==> src/rtl/pc_gen_if.sv <==
// Fetch/execute/trap signal bundle for the next-PC generator.
// The generator side uses the master modport; fetch, execute and trap sources use slave.
interface pc_gen_if #(
    parameter int XLEN = 32
);
    logic [XLEN-1:0] fetch_pc;
    logic            fetch_valid;
    logic            fetch_ready;
    logic            ex_valid;
    logic [XLEN-1:0] ex_pc;
    logic [XLEN-1:0] ex_imm;
    logic [XLEN-1:0] ex_rs1;
    logic            ex_branch_en;
    logic            ex_jal_en;
    logic            ex_jalr_en;
    logic            ex_taken;
    logic [XLEN-1:0] link_addr;
    logic            redirect_en;
    logic            misalign_err;
    logic [XLEN-1:0] misalign_addr;
    logic            trap_en;
    logic [XLEN-1:0] trap_vec;

    modport master (
        output fetch_pc, fetch_valid, link_addr, redirect_en, misalign_err, misalign_addr,
        input  fetch_ready, ex_valid, ex_pc, ex_imm, ex_rs1,
        input  ex_branch_en, ex_jal_en, ex_jalr_en, ex_taken, trap_en, trap_vec
    );

    modport slave (
        input  fetch_pc, fetch_valid, link_addr, redirect_en, misalign_err, misalign_addr,
        output fetch_ready, ex_valid, ex_pc, ex_imm, ex_rs1,
        output ex_branch_en, ex_jal_en, ex_jalr_en, ex_taken, trap_en, trap_vec
    );
endinterface

==> src/rtl/pc_gen.sv <==
// Next-PC generator: resolves execute-stage control flow into a registered fetch PC,
// sequences fetch, flags misaligned targets and waits in HALT for a trap vector.
module pc_gen #(
    parameter int              XLEN         = 32,
    parameter logic [XLEN-1:0] RESET_VECTOR = '0
) (
    input  logic       clk_i,
    input  logic       reset_i,
    pc_gen_if.master   bus,
    output logic [1:0] state_o
);
    typedef enum logic [1:0] {
        S_BOOT = 2'd0,
        S_RUN  = 2'd1,
        S_HALT = 2'd2
    } state_e;

    state_e          state_q, state_d;
    logic [XLEN-1:0] pc_q, pc_d;
    logic            valid_q, valid_d;
    logic            redirect_q, redirect_d;
    logic            err_q, err_d;
    logic [XLEN-1:0] err_addr_q, err_addr_d;

    logic [XLEN-1:0] jalr_sum;
    logic [XLEN-1:0] target;
    logic            ctrl_event;
    logic [XLEN-1:0] trap_pc;

    assign jalr_sum = bus.ex_rs1 + bus.ex_imm;
    assign trap_pc  = {bus.trap_vec[XLEN-1:2], 2'b00};

    // Class priority branch > jal > jalr: a not-taken branch masks a jal/jalr in the same cycle.
    always_comb begin
        target     = '0;
        ctrl_event = 1'b0;
        if (bus.ex_branch_en) begin
            target     = bus.ex_pc + bus.ex_imm;
            ctrl_event = bus.ex_taken;
        end else if (bus.ex_jal_en) begin
            target     = bus.ex_pc + bus.ex_imm;
            ctrl_event = 1'b1;
        end else if (bus.ex_jalr_en) begin
            target     = {jalr_sum[XLEN-1:1], 1'b0};
            ctrl_event = 1'b1;
        end
        ctrl_event = ctrl_event & bus.ex_valid;
    end

    // Handshake: fetch_pc is transferred in a cycle where fetch_valid & fetch_ready are both high;
    // while fetch_valid & !fetch_ready, fetch_pc holds unless a redirect or trap replaces it.
    always_comb begin
        state_d    = state_q;
        pc_d       = pc_q;
        redirect_d = 1'b0;
        err_d      = 1'b0;
        err_addr_d = err_addr_q;
        unique case (state_q)
            S_BOOT: state_d = S_RUN;
            S_RUN: begin
                if (bus.trap_en) begin
                    pc_d       = trap_pc;
                    redirect_d = 1'b1;
                end else if (ctrl_event) begin
                    if (target[1:0] == 2'b00) begin
                        pc_d       = target;
                        redirect_d = 1'b1;
                    end else begin
                        err_d      = 1'b1;
                        err_addr_d = target;
                        state_d    = S_HALT;
                    end
                end else if (valid_q && bus.fetch_ready) begin
                    pc_d = pc_q + XLEN'(4);
                end
            end
            S_HALT: begin
                if (bus.trap_en) begin
                    pc_d       = trap_pc;
                    redirect_d = 1'b1;
                    state_d    = S_RUN;
                end
            end
            default: state_d = S_BOOT;
        endcase
        valid_d = (state_d == S_RUN);
    end

    always_ff @(posedge clk_i or posedge reset_i) begin
        if (reset_i) begin
            state_q    <= S_BOOT;
            pc_q       <= RESET_VECTOR;
            valid_q    <= 1'b0;
            redirect_q <= 1'b0;
            err_q      <= 1'b0;
            err_addr_q <= '0;
        end else begin
            state_q    <= state_d;
            pc_q       <= pc_d;
            valid_q    <= valid_d;
            redirect_q <= redirect_d;
            err_q      <= err_d;
            err_addr_q <= err_addr_d;
        end
    end

    assign bus.fetch_pc      = pc_q;
    assign bus.fetch_valid   = valid_q;
    assign bus.redirect_en   = redirect_q;
    assign bus.misalign_err  = err_q;
    assign bus.misalign_addr = err_addr_q;
    assign bus.link_addr     = bus.ex_pc + XLEN'(4);
    assign state_o           = state_q;
endmodule

==> src/flat_wrapper.sv <==
// flat-port wrapper written by rule: the top's interface ports become plain ports
module pc_gen_flat 
#(
    parameter int              XLEN         = 32,
    parameter logic [XLEN-1:0] RESET_VECTOR = '0
)
  (clk_i, reset_i, state_o, bus_fetch_pc, bus_fetch_valid, bus_link_addr, bus_redirect_en, bus_misalign_err, bus_misalign_addr, bus_fetch_ready, bus_ex_valid, bus_ex_pc, bus_ex_imm, bus_ex_rs1, bus_ex_branch_en, bus_ex_jal_en, bus_ex_jalr_en, bus_ex_taken, bus_trap_en, bus_trap_vec);
  pc_gen_if #(.XLEN(XLEN)) bus_i ();
  input  logic clk_i;
  input  logic reset_i;
  output logic [1:0] state_o;
  output wire logic [$bits(bus_i.fetch_pc)-1:0] bus_fetch_pc;
  output wire logic [$bits(bus_i.fetch_valid)-1:0] bus_fetch_valid;
  output wire logic [$bits(bus_i.link_addr)-1:0] bus_link_addr;
  output wire logic [$bits(bus_i.redirect_en)-1:0] bus_redirect_en;
  output wire logic [$bits(bus_i.misalign_err)-1:0] bus_misalign_err;
  output wire logic [$bits(bus_i.misalign_addr)-1:0] bus_misalign_addr;
  input wire logic [$bits(bus_i.fetch_ready)-1:0] bus_fetch_ready;
  input wire logic [$bits(bus_i.ex_valid)-1:0] bus_ex_valid;
  input wire logic [$bits(bus_i.ex_pc)-1:0] bus_ex_pc;
  input wire logic [$bits(bus_i.ex_imm)-1:0] bus_ex_imm;
  input wire logic [$bits(bus_i.ex_rs1)-1:0] bus_ex_rs1;
  input wire logic [$bits(bus_i.ex_branch_en)-1:0] bus_ex_branch_en;
  input wire logic [$bits(bus_i.ex_jal_en)-1:0] bus_ex_jal_en;
  input wire logic [$bits(bus_i.ex_jalr_en)-1:0] bus_ex_jalr_en;
  input wire logic [$bits(bus_i.ex_taken)-1:0] bus_ex_taken;
  input wire logic [$bits(bus_i.trap_en)-1:0] bus_trap_en;
  input wire logic [$bits(bus_i.trap_vec)-1:0] bus_trap_vec;
  assign bus_fetch_pc = bus_i.fetch_pc;
  assign bus_fetch_valid = bus_i.fetch_valid;
  assign bus_link_addr = bus_i.link_addr;
  assign bus_redirect_en = bus_i.redirect_en;
  assign bus_misalign_err = bus_i.misalign_err;
  assign bus_misalign_addr = bus_i.misalign_addr;
  assign bus_i.fetch_ready = bus_fetch_ready;
  assign bus_i.ex_valid = bus_ex_valid;
  assign bus_i.ex_pc = bus_ex_pc;
  assign bus_i.ex_imm = bus_ex_imm;
  assign bus_i.ex_rs1 = bus_ex_rs1;
  assign bus_i.ex_branch_en = bus_ex_branch_en;
  assign bus_i.ex_jal_en = bus_ex_jal_en;
  assign bus_i.ex_jalr_en = bus_ex_jalr_en;
  assign bus_i.ex_taken = bus_ex_taken;
  assign bus_i.trap_en = bus_trap_en;
  assign bus_i.trap_vec = bus_trap_vec;
  pc_gen #(.XLEN(XLEN), .RESET_VECTOR(RESET_VECTOR)) u_core (.clk_i(clk_i), .reset_i(reset_i), .bus(bus_i), .state_o(state_o));
endmodule
==> config.mk <==
export PLATFORM = sky130hd
export DESIGN_NAME = pc_gen_flat
export DESIGN_NICKNAME = d
export VERILOG_FILES = /design/src/rtl/pc_gen_if.sv /design/src/rtl/pc_gen.sv /design/src/flat_wrapper.sv
export SDC_FILE = /design/constraint.sdc
export NUM_CORES = 1
export LEC_CHECK = 0
export BUFFER_PORTS_ARGS = -buffer_cell sky130_fd_sc_hd__buf_4
export CAP_MARGIN = 20
export CORE_AREA = 2 2 122 124
export CTS_BUF_LIST = sky130_fd_sc_hd__clkbuf_4 sky130_fd_sc_hd__clkbuf_8
export DETAILED_ROUTE_END_ITERATION = 8
export DIE_AREA = 0 0 124 126
export PLACE_DENSITY = 0.83
export SETUP_SLACK_MARGIN = 0.02
export SLEW_MARGIN = 20
export SYNTH_ARGS = -nofsm -noshare
export SYNTH_HDL_FRONTEND = slang
export SYNTH_SLANG_ARGS = --single-unit
==> constraint.sdc <==
create_clock -name clk_i -period 2.6 [get_ports clk_i]
set_input_delay 0 -clock clk_i [delete_from_list [all_inputs] [get_ports clk_i]]
set_output_delay 0 -clock clk_i [all_outputs]
set_load 0.01 [all_outputs]
==> metrics.md <==
| Metric | Value |
|---|---|
| First-pass GRT wire length | `40900 um` |
| Final setup TNS | `0 ns` |
| Worst-path cell chain | `buf_4, ha_1, nand4_1, a211oi_1, o21ai_1, o32ai_1, a41o_1, a21boi_0, xnor2_1, a22oi_1, o21ai_0` |
| Worst hold path type | `in2reg` |
| Most common library cells after synthesis | `nand2_1 (113), nor2_1 (81), o21ai_0 (77), a21oi_1 (73), dfrtp_1 (69)` |
| YS warnings | `0` |
| Clk_lat worst skew | `0.36 ns` |
| Hold Startpoint | `bus_trap_vec[5]` |
| Setup CP Type | `in2reg` |
| Final Hold Viols | `0` |
| Cell with the most instances after synthesis | `nand2_1` |
| Power density cells | `667 nW/um^2` |
| Final antenna-violating net count | `0` |
| Most used DFF post-synth | `dfrtp_1` |
| Num ports | `238` |
| Leak Pwr | `4.86 nW` |
| Xor and xnor area share after synthesis | `10.8%` |
| Tcrit/Tclk final | `95.0%` |
| Part of the power in combinational logic | `57.2%` |
| Rows | `44` |
| Antenna violations before repair | `0` |
| Post-Route Skew | `0.0153 ns` |
| GR peak layer | `met2` |
| Nets | `1477` |
| Required @ worst endpoint | `2.82 ns` |
| CP endpoint kind | `register` |
| Area grow syn2layout | `34.8%` |
| Peak supply drop | `0.000300 V` |
| Post-Syn Area | `7640 um^2` |
| Initial Util | `53.4%` |
| Syn Area/Cell | `7.71 um^2` |
| Post-route DRC violation count | `0` |
| Largest family of logic cells by synthesized area | `compound AO/OA/AOI/OAI gates` |
| Total Power | `6.87 mW` |
| Post-DR wirelength/cell | `17.8 um` |
| Sequential share of power | `31.0%` |
| Post-DR vias/cell | `6.12` |
| Post-synthesis sequential area ratio | `22.6%` |
| Crit-path slowest cell | `o32ai_1` |
| N_diodes | `0` |
| CTS tree | `yes` |
| Placed instance count | `1424` |
| Multiplexer area fraction after synthesis | `1.02%` |
| H-tree Lvls | `3` |
| Max-cap check violation count | `0` |
| Final hold slack | `0.00315 ns` |
| Pin count of the biggest net entering global routing | `37` |
| Clk buf depth | `2` |
| Die Area | `15600 um^2` |
| Synth Area in Simple Gates | `20.4%` |
| RR Endpoint | `u_core.bus.fetch_pc[26]` |
| Router iterations before antenna repair | `6` |
| Worst-path fanout max | `4` |
| Setup crit start kind | `input port` |
| Root Driver | `clkbuf_8` |
| Arr. time, crit path | `2.69 ns` |
| Met2 Usage GRT | `51.8%` |
| Pint | `3.85 mW` |
| Core area | `14300 um^2` |
| Max-slew violation count | `0` |
| CP startpoint | `bus_ex_imm[6]` |
| Status | `completed` |
| Setup crit end | `u_core.bus.fetch_pc[31]` |
| Routability cong. | `0.979` |
| Worst slew pin tran | `0.753 ns` |
| Cell accounting for the most synthesized area | `dfrtp_1` |
| Non-filler cells, final | `1460` |
| Post-Route WL | `25900 um` |
| Dpl hpwl | `21000 um` |
| Final core utilization | `71.9%` |
| Share of cells above drive strength 1 | `26.0%` |
| Post-synth top area share | `22.6%` |
| Via count | `8932` |
| Fin crit period | `2.47 ns` |
| TritonCTS buffer count | `9` |
| Die H | `126 um` |
| Clk slew on worst S/H paths | `0.08 ns` |
| Compound-Gate Fraction of Synth Area | `30.3%` |
| GRT overflow | `0` |
| #FFs+latches synth | `69` |
| Gate Count Post-Synth | `991` |
| Initial drt markers | `1037` |
| Unrepaired setup endpoints after global routing | `true` |
| Vias in the first global route | `8306` |
| Fmax | `405 MHz` |
| Met1 Usage GRT | `46.5%` |
| Worst reg2reg path depth | `10` |
| # clock sinks | `69` |
| Net switching power | `3.02 mW` |
| Post-synthesis adder-cell area fraction | `11.5%` |
| Synth Net Count | `1197` |
| Final setup viols | `0` |
| Die W | `124 um` |
| Post-synth cell types | `67` |
| Clock power frac | `11.8%` |
| Max_slew headroom | `49.7%` |
| Number of synthesized flops with an enable pin | `0` |
| Asr flop ratio synth | `100%` |
| Setup slack, reg-to-reg | `0.18 ns` |
| # fillers | `1199` |
| GRT Overall Usage | `32.6%` |
| PortBufs | `235` |
| Sw Ratio | `43.9%` |
| CP max stage delay | `0.40 ns` |
| GR Layer Usage met3 | `4.44%` |
| Synth top area cells | `dfrtp_1 (23%), ha_1 (11%), xnor2_1 (6.7%)` |
| RR Startpoint | `u_core.bus.fetch_pc[3]` |
layout by cell type, fill, tap and decap left out, types with 15 or more instances in the layout:
| cell type | instances |
|---|---|
| nand2_1 | 113 |
| nand3_1 | 41 |
| xnor2_1 | 58 |
| and3_1 | 17 |
| ha_1 | 67 |
| nor2_1 | 81 |
| a21o_1 | 35 |
| o21a_1 | 17 |
| a211oi_1 | 15 |
| dlygate4sd3_1 | 20 |
| inv_1 | 21 |
| a31oi_1 | 19 |
| a21oi_1 | 73 |
| dfrtp_1 | 67 |
| xor2_1 | 36 |
| o21ai_0 | 77 |
| buf_4 | 288 |
| nor3_1 | 23 |
| a22oi_1 | 21 |
final cells by class:
type | count | area, um^2 | share of cell area (%)
clock buffers | 12 | 159 | 1.54
clock inverters | 4 | 22.5 | 0.219
inverters | 23 | 86.3 | 0.838
multi-input cells | 858 | 5670 | 55.0
flip-flops and latches | 69 | 1730 | 16.8
well taps | 184 | 230 | 2.24
repair buffers | 310 | 2400 | 23.3
repair_timing:
| item | 4_1_cts | 5_1_grt |
|---|---|---|
| resized for setup | 0 | 5 |
| buffers inserted | 0 | 0 |
| endpoints found under the setup margin | 0 | 3 |
| endpoints found under the hold margin | 52 | 0 |
| hold buffers | 20 | 0 |
power groups by stage:
stage                     clock [mW]  combinational, mW  sequential (mW)
after floorplan                    0               1.91             2.21
after global placement             0               3.77             2.10
after detailed placement           0               3.85             2.11
after CTS                      0.817               3.88             2.10
after global routing           0.860               4.29             2.18
final                          0.810               3.93             2.13
worst max-delay path, delay by kind of cell:
family,cells,cell delay [ns]
XOR/XNOR,1,0.14
buffers and inverters,1,0.11
adder cells (fa/ha/maj),1,0.33
AND/OR/NAND/NOR,1,0.12
AO/OA/AOI/OAI,7,1.97
per-layer routing:
metal	vias up	share of wire, %	routed length [um]
li1	4251	-	-
met1	4186	44	11400
met2	455	45	11700
met3	40	9.1	2370
met4	0	1.8	458
met5	-	0	0
how the worst min path moves through the flow:
stage | end | slack, ns | depth (start not counted)
after global placement | u_core.bus.fetch_pc[21] | 0.18 | 2
final | u_core.bus.fetch_pc[5] | 0.003 | 3
after detailed placement | u_core.bus.fetch_pc[21] | 0.18 | 2
after global routing | u_core.bus.fetch_pc[30] | 0.02 | 3
after floorplan | bus_link_addr[2] | 0.04 | 1
after CTS | u_core.bus.fetch_pc[5] | 0.0001 | 3
state kept, by name, summed over array words and instances (netlist names):
signal / cells
u_core.bus.fetch_pc: 32
u_core.state_o: 2
u_core.bus.misalign_addr: 32
u_core.bus.redirect_en: 1
u_core.bus.fetch_valid: 1
u_core.bus.misalign_err: 1
logic make-up after synthesis:
group	after synthesis
compound gates	352
xor+xnor	94
fa+ha+maj	69
buf+inv	64
flops	69
mux	7
simple gates	336
stage by stage:
| stage | setup WS, ns | area, um^2 |
|---|---|---|
| 2_1_floorplan | 0.157 | 7640 |
| 3_3_place_gp | -0.139 | 9900 |
| 3_5_place_dp | -0.205 | 9900 |
| 4_1_cts | 0.117 | 10300 |
| 5_1_grt | 0.0196 | 10300 |
| 6_report | 0.130 | 10300 |
(Power assumes the default switching activity.)
